## src/rtl/hum_digit_sequencer.sv

```systemverilog
// Humidity digit sequencer: takes a binary humidity percentage over valid/ready,
// splits it into tens/ones digit codes by repeated subtraction, and commits the
// digits to the display only on frame_start so a frame never tears. Blanks the
// display to dashes after STALE_FRAMES frames with no fresh commit.
module hum_digit_sequencer #(
    parameter int         STALE_FRAMES = 600,
    parameter logic [3:0] DASH_CODE    = 4'd10,
    parameter int         MAX_VALUE    = 99
) (
    input  logic       clk,
    input  logic       reset,
    input  logic [7:0] hum_raw,
    input  logic       hum_valid,
    output logic       hum_ready,
    input  logic       frame_start,
    output logic [3:0] hum_value_10,
    output logic [3:0] hum_value_1,
    output logic       stale,
    output logic       busy
);

    localparam int            CW        = $clog2(STALE_FRAMES + 1);
    localparam logic [CW-1:0] STALE_MAX = CW'(STALE_FRAMES);
    localparam logic [7:0]    MAX_V     = 8'(MAX_VALUE);

    typedef enum logic [1:0] {IDLE, CONVERT, PENDING} state_t;

    state_t        state, state_nxt;
    logic [6:0]    rem, rem_nxt;
    logic [3:0]    tens_acc, tens_nxt;
    logic [3:0]    ones_acc, ones_nxt;
    logic [CW-1:0] frame_cnt, frame_cnt_nxt;
    logic [3:0]    d10_nxt, d1_nxt;
    logic          stale_nxt;
    logic          commit;

    // State and all registered outputs; hum_ready/busy follow the next state so
    // they are valid in the same cycle the FSM enters that state.
    always_ff @(posedge clk) begin
        if (reset) begin
            state        <= IDLE;
            rem          <= '0;
            tens_acc     <= '0;
            ones_acc     <= '0;
            frame_cnt    <= '0;
            hum_value_10 <= DASH_CODE;
            hum_value_1  <= DASH_CODE;
            stale        <= 1'b1;
            hum_ready    <= 1'b1;
            busy         <= 1'b0;
        end else begin
            state        <= state_nxt;
            rem          <= rem_nxt;
            tens_acc     <= tens_nxt;
            ones_acc     <= ones_nxt;
            frame_cnt    <= frame_cnt_nxt;
            hum_value_10 <= d10_nxt;
            hum_value_1  <= d1_nxt;
            stale        <= stale_nxt;
            hum_ready    <= (state_nxt == IDLE);
            busy         <= (state_nxt != IDLE);
        end
    end

    // Next state: accept, subtract tens one per cycle, then wait for a frame.
    always_comb begin
        state_nxt = state;
        rem_nxt   = rem;
        tens_nxt  = tens_acc;
        ones_nxt  = ones_acc;
        case (state)
            IDLE: begin
                if (hum_valid && hum_ready) begin
                    rem_nxt   = (hum_raw > MAX_V) ? MAX_V[6:0] : hum_raw[6:0];
                    tens_nxt  = '0;
                    state_nxt = CONVERT;
                end
            end
            CONVERT: begin
                if (rem >= 7'd10) begin
                    rem_nxt  = rem - 7'd10;
                    tens_nxt = tens_acc + 4'd1;
                end else begin
                    ones_nxt  = rem[3:0];
                    state_nxt = PENDING;
                end
            end
            PENDING: begin
                if (frame_start) state_nxt = IDLE;
            end
            default: state_nxt = IDLE;
        endcase
    end

    // Display outputs: commit on a frame in PENDING, otherwise age the stale
    // timer and blank to dashes on the frame that reaches the limit.
    always_comb begin
        commit        = (state == PENDING) && frame_start;
        d10_nxt       = hum_value_10;
        d1_nxt        = hum_value_1;
        stale_nxt     = stale;
        frame_cnt_nxt = frame_cnt;
        if (commit) begin
            d10_nxt       = tens_acc;
            d1_nxt        = ones_acc;
            stale_nxt     = 1'b0;
            frame_cnt_nxt = '0;
        end else if (frame_start && frame_cnt != STALE_MAX) begin
            frame_cnt_nxt = frame_cnt + CW'(1);
            if (frame_cnt_nxt == STALE_MAX) begin
                stale_nxt = 1'b1;
                d10_nxt   = DASH_CODE;
                d1_nxt    = DASH_CODE;
            end
        end
    end

endmodule

```

## config.mk

```make
export PLATFORM = sky130hd
export DESIGN_NAME = hum_digit_sequencer
export DESIGN_NICKNAME = d
export VERILOG_FILES = /design/src/rtl/hum_digit_sequencer.sv
export SDC_FILE = /design/constraint.sdc
export NUM_CORES = 1
export LEC_CHECK = 0
export ABC_AREA = 1
export CAP_MARGIN = 20
export CORE_UTILIZATION = 55
export DETAILED_ROUTE_END_ITERATION = 8
export GPL_ROUTABILITY_DRIVEN = 1
export HOLD_SLACK_MARGIN = 0.08
export PLACE_DENSITY = 0.79
export SLEW_MARGIN = 30
export SYNTH_ARGS = -nofsm -noshare
export SYNTH_HDL_FRONTEND = slang
export SYNTH_SLANG_ARGS = --single-unit
```

## constraint.sdc

```tcl
create_clock -name clk -period 2.4 [get_ports clk]
set_input_delay 0.48 -clock clk [delete_from_list [all_inputs] [get_ports clk]]
set_output_delay 0.48 -clock clk [all_outputs]
set_load 0.02 [all_outputs]
```

==> reports/metrics.yaml, run 1 <==
run_status:
  status: "finished clean"
routing:
  wirelength_um: 3680
  antenna_left: 0
  vias_per_cell: 5.12
  route.detailed.drc: 0
  drt-initial-drc-count: 89
  avgRoutedWirePerCell_um: 10.9
  routed-via-count: 1724
  first_pass_iters: 4
global_route:
  grt_start_max_net_pins: 15
  grt.overflow.total: 0
  grt_pass1_vias: 1355
  grt_pass1_wl_um: 6060
  grt_util_all_layers: 0.224
  antenna_found_initial: 0
sta:
  worst_clock_skew_ns: 0.00578
  fmax_mhz: 523
  period_share: 0.797
  rsz0062_at_grt: "no"
  period_needed_ns: 1.91
  slew_violations: 0
  tns_ns: 0
  whs_ns: 0.476
  slew_headroom: 0.739
  hold_violations: 0
  setup_viol: 0
  tightest_slew_ns: 0.390
clocking:
  numClockSinks: 38
  clk_pin_slew_worst_paths_ns: 0.11
  cts_resized: 0
  h-tree-depth: 2
  clock_latency_ns: 0.33
  root_buffer: "clkbuf_4"
  clockBufferDepth: 2
  cts_tree: "built"
  postCtsHoldBufs: 0
  numCtsBuffers: 5
  cts_setup_buffers: 0
floorplan:
  dieHeight_um: 60.5
  core_area_mm2: 0.00315
  initial_core_util: 0.597
  rows: 20
  die_width_um: 60.5
  num_io_pins: 23
  dieArea_mm2: 0.00366
power:
  pwr-share-clk: 0.215
  p_leak_nw: 0.934
  switching_share: 0.360
  switchingPower_uw: 695
  ir_drop_uv: 507
  power.density_mw_per_mm2: 861
  intPower_mw: 1.24
  power.share.sequential: 0.439
  comb_power_share: 0.346
yosys:
  ys_top_cells_by_area: "dfxtp_1 (40%), nand2_1 (10%), nand3_1 (7.4%)"
  ys_seq_area_frac: 0.404
  yosys.area.top_type: "dfxtp_1"
  synth_cells: 262
  synth_top_area_share: 0.404
  synthesis.nets: 278
  ys_ff_latch: 38
  yosysWarnings: 0
  syn_area_mm2: 0.00188
  synth_cell_types: 28
  syn_avg_cell_area_um2: 7.18
critical_path:
  slowest_stage: "dfxtp_1"
  crit_path_start_kind: "register"
  worst_setup_path_end_kind: "register"
  worstPathArrival_ns: 2.14
  crit_type: "register to register"
  critPathTopFamily: "simple AND/OR/NAND/NOR gates"
  slowest_delay_ns: 0.35
  crit_chain: "inv_1 -> ha_1 -> or2_1 -> nand2_1 -> inv_1 -> nand2_2 -> nand2_2 -> nand2_2 -> inv_1 -> o21ai_0 -> a21oi_1"
  cp_max_fo: 11
  crit_buf_inv: 3
  worstPathRequired_ns: 2.63
place:
  gp_congestion: 0.903
  io_buffers: 22
  dp_hpwl_um: 2820
  postPlaceCellArea_mm2: 0.00217
hold_path:
  hp-class: "register to register"
finish:
  drive_gt1_frac: 0.116
  nFillCells: 304
  syn2layout_area_growth_pct: 19.3
  fin_area_mm2: 0.00224
  diodes: 0
  fin_nets: 308
run:
  maxCapViolations: 0
-- sequential cells by signal, summed over array words and instances, names as in the netlist --
signal,count
hum_ready,1
hum_value_1,4
tens_acc,4
state,2
rem,7
frame_cnt,10
ones_acc,4
stale,1
hum_value_10,4
busy,1
-- power by group through the flow --
stage	clock, mW	sequential [mW]	combinational (mW)
detailed placement	0	0.862	0.664
global route	0.456	0.870	0.753
floorplan	0	0.876	0.487
CTS	0.434	0.848	0.668
finish	0.415	0.849	0.669
global placement	0	0.862	0.653
-- tightest hold or removal path: stages (launching register included) --
cell     delay, ns
dfxtp_1       0.32
nand2_1       0.07
a21oi_1       0.05
-- layer usage --
layer,track usage,wire length [um],vias up
met1,0.329,1990,764
met3,0.0576,140,4
met4,0.0779,50,0
li1,-,-,921
met5,0,0,-
met2,0.316,1510,35
-- per-stage QoR --
stage | worst slack, ns | power, mW | cells | utilization
finish | 0.487 | 1.93 | 337 | 0.712
global route | 0.242 | 2.08 | 337 | 0.712
detailed placement | 0.402 | 1.53 | 329 | 0.688
floorplan | 0.732 | 1.36 | 262 | -
global placement | 0.458 | 1.51 | 329 | 0.688
CTS | 0.496 | 1.95 | 337 | 0.712
-- synthesized netlist by cell type --
library cell   n
nand4_1        2
inv_2          4
nand3_4        1
nand2_1       50
nand2_4        2
o21bai_1       1
o21ai_0       25
buf_2          2
dfxtp_1       38
clkbuf_1       1
a31oi_1        4
nor2_4         3
nor2_1        22
nand3_1       28
a21oi_1       26
buf_6          1
buf_4          1
or2_2          4
o211a_1        1
or2_1          2
xnor2_1        3
nor3_1         2
inv_1         26
nor2_2         3
clkinv_1       1
nand2_2        4
nand3_2        1
ha_1           4
-- logic make-up after synthesis --
kind of cell    after synthesis  share of synthesized area
compound gates               57                      0.158
xor+xnor                      3                     0.0140
fa+ha+maj                     4                     0.0266
buf+inv                      36                     0.0791
flops                        38                      0.404
simple gates                124                      0.318
-- final cells by class --
| cell class | instances | area [um2] | share of cell area |
|---|---|---|---|
| Clock buffer | 7 | 45.0 | 0.0201 |
| Clock inverter | 1 | 30.0 | 0.0134 |
| Inverter | 31 | 116 | 0.0518 |
| Multi-Input combinational cell | 188 | 972 | 0.433 |
| Sequential cell | 38 | 761 | 0.339 |
| Tap cell | 44 | 55.1 | 0.0245 |
| Timing Repair Buffer | 28 | 265 | 0.118 |
-- worst paths after layout --
kind / from / to / slack [ns] / depth (start not counted)
worst max-delay path: rem[1] / rem[3] / 0.49 / 11
worst min-delay path: ones_acc[0] / hum_value_1[0] / 0.48 / 2
worst max register to register: rem[1] / rem[3] / 0.49 / 11
worst min register to register: ones_acc[0] / hum_value_1[0] / 0.48 / 2
-- placed cells by master (no fill, tap or decap), types with 4 or more instances in the layout --
cell type	n
dfxtp_1	38
clkdlybuf4s50_1	22
a31oi_1	4
ha_1	4
buf_4	6
inv_1	26
o21ai_0	25
inv_2	4
nand3_1	28
clkbuf_4	5
nand2_1	50
or2_2	4
nand2_2	4
nor2_1	22
a21oi_1	26
(Power assumes the default switching activity.)
==> run 2, diff against run 1 <==
Settings changed: CORE_UTILIZATION 55 to 49, PLACE_DENSITY 0.79 to 0.74.
Clock period 2.4 ns to 1.7 ns, I/O delays scaled along.
==> reports/metrics.yaml, run 2 (synthesis results as in run 1) <==
critical_path:
  cp_max_fo: 5
  slowest_delay_ns: 0.37
  worstPathRequired_ns: 1.94
  startpoint: "frame_cnt[1]"
  crit_type: "register to register"
  crit_path_start_kind: "register"
  crit_path_frequent_cell: "nand2_1"
  crit_chain: "inv_1 -> ha_2 -> nand2_1 -> nor2_1 -> nand2_1 -> nor2_1 -> nor2_2 -> nand2_2 -> nor2_4 -> nand3_4 -> nand2_4 -> nand2_1 -> nand3_1"
  worstPathArrival_ns: 1.86
  slowest_stage: "dfxtp_4"
  worst_setup_path_end_kind: "register"
  reg2reg_from: "frame_cnt[1]"
routing:
  avgRoutedWirePerCell_um: 11.8
  routed-via-count: 1834
  wirelength_um: 4240
  vias_per_cell: 5.09
  route.detailed.drc: 0
  first_pass_iters: 4
  antenna_left: 0
  drt-initial-drc-count: 108
sta:
  hold_violations: 0
  period_needed_ns: 1.62
  tightest_slew_ns: 0.377
  fmax_mhz: 618
  rsz0062_at_grt: "yes"
  period_share: 0.952
  worst_clock_skew_ns: 0.00713
  setup_viol: 0
  tns_ns: 0
  slew_headroom: 0.749
  slew_violations: 0
place:
  io_buffers: 22
  dp_hpwl_um: 3050
  gp_congestion: 0.902
  postPlaceCellArea_mm2: 0.00229
finish:
  diodes: 0
  drive_gt1_frac: 0.234
  fin_nets: 327
  post-route-util: 0.680
  top_register: "frame_cnt"
  fin_area_mm2: 0.00249
  mostFrequentLayoutCells: "nand2_1 (46), dfxtp_1 (33), nand3_1 (27), a21oi_1 (26)"
  top_regs: "frame_cnt x10, rem x7"
  syn2layout_area_growth_pct: 32.2
  layout_commonest_cell: "nand2_1"
  nFillCells: 320
  largest_reg_flops: 10
floorplan:
  dieHeight_um: 64.0
  core_area_mm2: 0.00366
  die_width_um: 64.0
  num_io_pins: 23
  dieArea_mm2: 0.00409
  rows: 22
  initial_core_util: 0.514
power:
  p_leak_nw: 1.05
  power.density_mw_per_mm2: 1240
  ir_drop_uv: 859
clocking:
  numCtsBuffers: 5
  clock_latency_ns: 0.29
  root_buffer: "clkbuf_8"
  clk_pin_slew_worst_paths_ns: 0.08
  numClockSinks: 38
  postCtsHoldBufs: 0
  h-tree-depth: 2
  cts_tree: "built"
  clockBufferDepth: 2
run:
  maxCapViolations: 0
global_route:
  grt_pass1_vias: 1692
  grt_pass1_wl_um: 7240
  antenna_found_initial: 0
  grt_util_all_layers: 0.230
  grt_start_max_net_pins: 15
  grt.overflow.total: 0
hold_path:
  hp-class: "register to register"
  worstHoldStart: "ones_acc[2]"
run_status:
  status: "finished clean"
[run 2: cell count changes in the layout (fill, tap and decap cells not counted), sizes merged]
cell and delta:
bufinv -1, nand3 +1, buf +18, clkinv +1
[run 2: final timing paths]
kind,endpoint,slack (ns),cells after the start
max reg2reg,hum_value_1[3],0.08,13
min reg2reg,hum_value_1[2],0.46,2
max,hum_value_1[3],0.08,13
min,hum_value_1[2],0.46,2
[run 2: metrics by stage]
step           setup slack, ns  power, mW  cells  hold slack, ns
5_1_grt                -0.0502       3.31    360           0.491
6_report                0.0813       3.09    360           0.465
4_1_cts                -0.0105       2.96    357           0.464
3_5_place_dp           -0.0530       2.31    349           0.459
2_1_floorplan           0.0321       1.92    262           0.409
3_3_place_gp           0.00175       2.29    349           0.457
[run 2: power by group]
| part | switching [mW] | internal, mW | leakage, nW |
|---|---|---|---|
| clock | 0.315 | 0.327 | 0.0482 |
| combinational | 0.676 | 0.553 | 0.685 |
| sequential | 0.136 | 1.08 | 0.313 |
[run 2: worst max-delay path: cells and delay by family, from the launching register on]
family                     cells  cell delay [ns]
adders and majority gates      1             0.17
and+or+nand+nor               11             0.97
buffers and inverters          1             0.06
DFF                            1             0.37
[run 2: metal layers]
metal / track usage / part of all wire / vias to the layer above
li1: - / - / 957
met1: 0.295 / 0.50 / 831
met4: 0.0795 / 0.013 / 0
met5: 0 / 0 / -
met3: 0.0589 / 0.037 / 5
met2: 0.374 / 0.45 / 41
[run 2: cell type report]
type                       instances  area [um2]  share of cell area
sequential                        38         772               0.310
timing repair buffer              46         412               0.165
inverter                          31         116              0.0468
clock buffer                       7        86.3              0.0347
multi-input combinational        189        1040               0.417
clock inverter                     1        5.00             0.00201
tap                               48        60.1              0.0241
[run 2: timing repair]
item                                    4_1_cts  5_1_grt
cloned                                        0        1
resized for setup                             0       32
pin swaps                                     0       11
hold endpoints to repair                      0        0
buffers inserted                              0        2
endpoints found under the setup margin        2       24
==> run 3, diff against run 2 <==
Settings changed: CORE_MARGIN set to 2.
==> reports/metrics.yaml, run 3 (synthesis results as in run 1) <==
sta:
  setup_viol: 0
  slew_headroom: 0.768
  setup_ws_ns: 0.0208
  tightest_slew_ns: 0.349
  period_share: 0.988
  period_needed_ns: 1.68
  whs_ns: 0.473
  fmax_mhz: 596
  slew_violations: 0
  tns_ns: 0
  rsz0062_at_grt: "yes"
  hold_violations: 0
  worst_clock_skew_ns: 0.00570
place:
  io_buffers: 22
  gp_congestion: 0.837
  post-place-ws_ns: -0.0112
  postPlaceCellArea_mm2: 0.00227
  dp_hpwl_um: 3000
  dp_cells: 346
finish:
  top_register: "frame_cnt"
  top_regs: "frame_cnt x10, rem x7"
  fin_area_mm2: 0.00251
  layout_commonest_cell: "nand2_1"
  largest_reg_flops: 10
  post-route-util: 0.681
  syn2layout_area_growth_pct: 33.4
  diodes: 0
  fin_nets: 324
  instances_no_fill: 356
  drive_gt1_frac: 0.266
  mostFrequentLayoutCells: "nand2_1 (38), dfxtp_1 (33), a21oi_1 (26), o21ai_0 (23)"
critical_path:
  cp_max_fo: 5
  slowest_delay_ns: 0.38
  crit_type: "register to register"
  worst_setup_path_end_kind: "register"
  slowest_stage: "dfxtp_4"
  crit_path_frequent_cell: "nand2_2"
  crit_chain: "inv_2 -> ha_4 -> nand2_2 -> nor2_1 -> nand2_1 -> nor2_1 -> nor2_2 -> nand2_2 -> nor2_4 -> nand3_4 -> nand2_4 -> nand2_2 -> nand3_2"
  worstPathRequired_ns: 1.93
  crit_path_start_kind: "register"
  worstPathArrival_ns: 1.91
  worst_r2r_path_depth: 13
floorplan:
  rows: 22
  num_io_pins: 23
  die_width_um: 66.0
  core_area_mm2: 0.00369
  dieHeight_um: 66.0
  dieArea_mm2: 0.00435
  initial_core_util: 0.510
global_route:
  met3_usage: 0.0562
  grt_pass1_vias: 1603
  grt_start_max_net_pins: 15
  antenna_found_initial: 0
  grt_util_met2: 0.323
  grt_busiest_layer: "met2"
  grt.met1_usage: 0.283
  grt.overflow.total: 0
  grt_util_all_layers: 0.208
  grt_pass1_wl_um: 7000
clocking:
  numClockSinks: 38
  h-tree-depth: 2
  root_buffer: "clkbuf_8"
  clock_latency_ns: 0.29
  postCtsHoldBufs: 0
  clk_pin_slew_worst_paths_ns: 0.07
  cts_tree: "built"
  clockBufferDepth: 2
  numCtsBuffers: 5
routing:
  routed-via-count: 1815
  antenna_left: 0
  vias_per_cell: 5.10
  first_pass_iters: 5
  drt-initial-drc-count: 117
  wirelength_um: 4290
  route.detailed.drc: 0
  avgRoutedWirePerCell_um: 12.1
power:
  ir_drop_uv: 838
  p_leak_nw: 1.04
  power.density_mw_per_mm2: 1180
  power_mw: 2.96
hold_path:
  hp-class: "register to register"
  min_path_cells: 2
run_status:
  status: "finished clean"
run:
  maxCapViolations: 0
==> run 3: cell count changes in the layout (fill, tap and decap cells not counted), moves of 2 or more <==
| cell | previous run | this run |
|---|---|---|
| nand3_1 | 27 | 21 |
| nor2_2 | 2 | 4 |
| nand3_2 | 3 | 8 |
| inv_2 | 9 | 7 |
| buf_6 | 3 | 1 |
| nand2_2 | 6 | 14 |
| nand2_1 | 46 | 38 |
==> run 3: area by class of cell <==
| type | count | area, um2 |
|---|---|---|
| clock buffers | 7 | 76.3 |
| fillers | 325 | 1180 |
| inverters | 31 | 119 |
| multi-input cells | 189 | 1100 |
| flip-flops and latches | 38 | 772 |
| well taps | 48 | 60.1 |
| repair buffers | 43 | 382 |
==> run 3: final timing paths <==
path                              startpoint              to  slack, ns
worst max-delay path            frame_cnt[1]  hum_value_1[3]       0.02
worst min-delay path             ones_acc[2]  hum_value_1[2]       0.47
worst max register to register  frame_cnt[1]  hum_value_1[3]       0.02
worst min register to register   ones_acc[2]  hum_value_1[2]       0.47
==> run 3: critical path: cells and delay by family, from the launching register on <==
kind / cells / cell delay, ns
AND/OR/NAND/NOR: 11 / 1.03
flip-flops: 1 / 0.38
buffers and inverters: 1 / 0.06
adder cells (fa/ha/maj): 1 / 0.15
==> run 3: timing repair <==
| action | CTS | global route |
|---|---|---|
| pin swaps | 0 | 18 |
| gates resized for setup | 3 | 42 |
| setup buffers | 0 | 2 |
| endpoints found under the setup margin | 8 | 22 |
| gates cloned | 0 | 1 |
==> run 3: per-layer routing <==
| metal | share of wire | up-vias |
|---|---|---|
| met1 | 0.49 | 828 |
| met4 | 0.012 | 0 |
| li1 | - | 954 |
| met3 | 0.031 | 6 |
| met5 | 0 | - |
| met2 | 0.46 | 27 |
==> run 3: report_power, final <==
part	internal, mW	switching, mW	total [mW]	leakage (nW)
clock network	0.282	0.299	0.581	0.0383
logic	0.508	0.659	1.17	0.688
registers	1.08	0.134	1.21	0.313
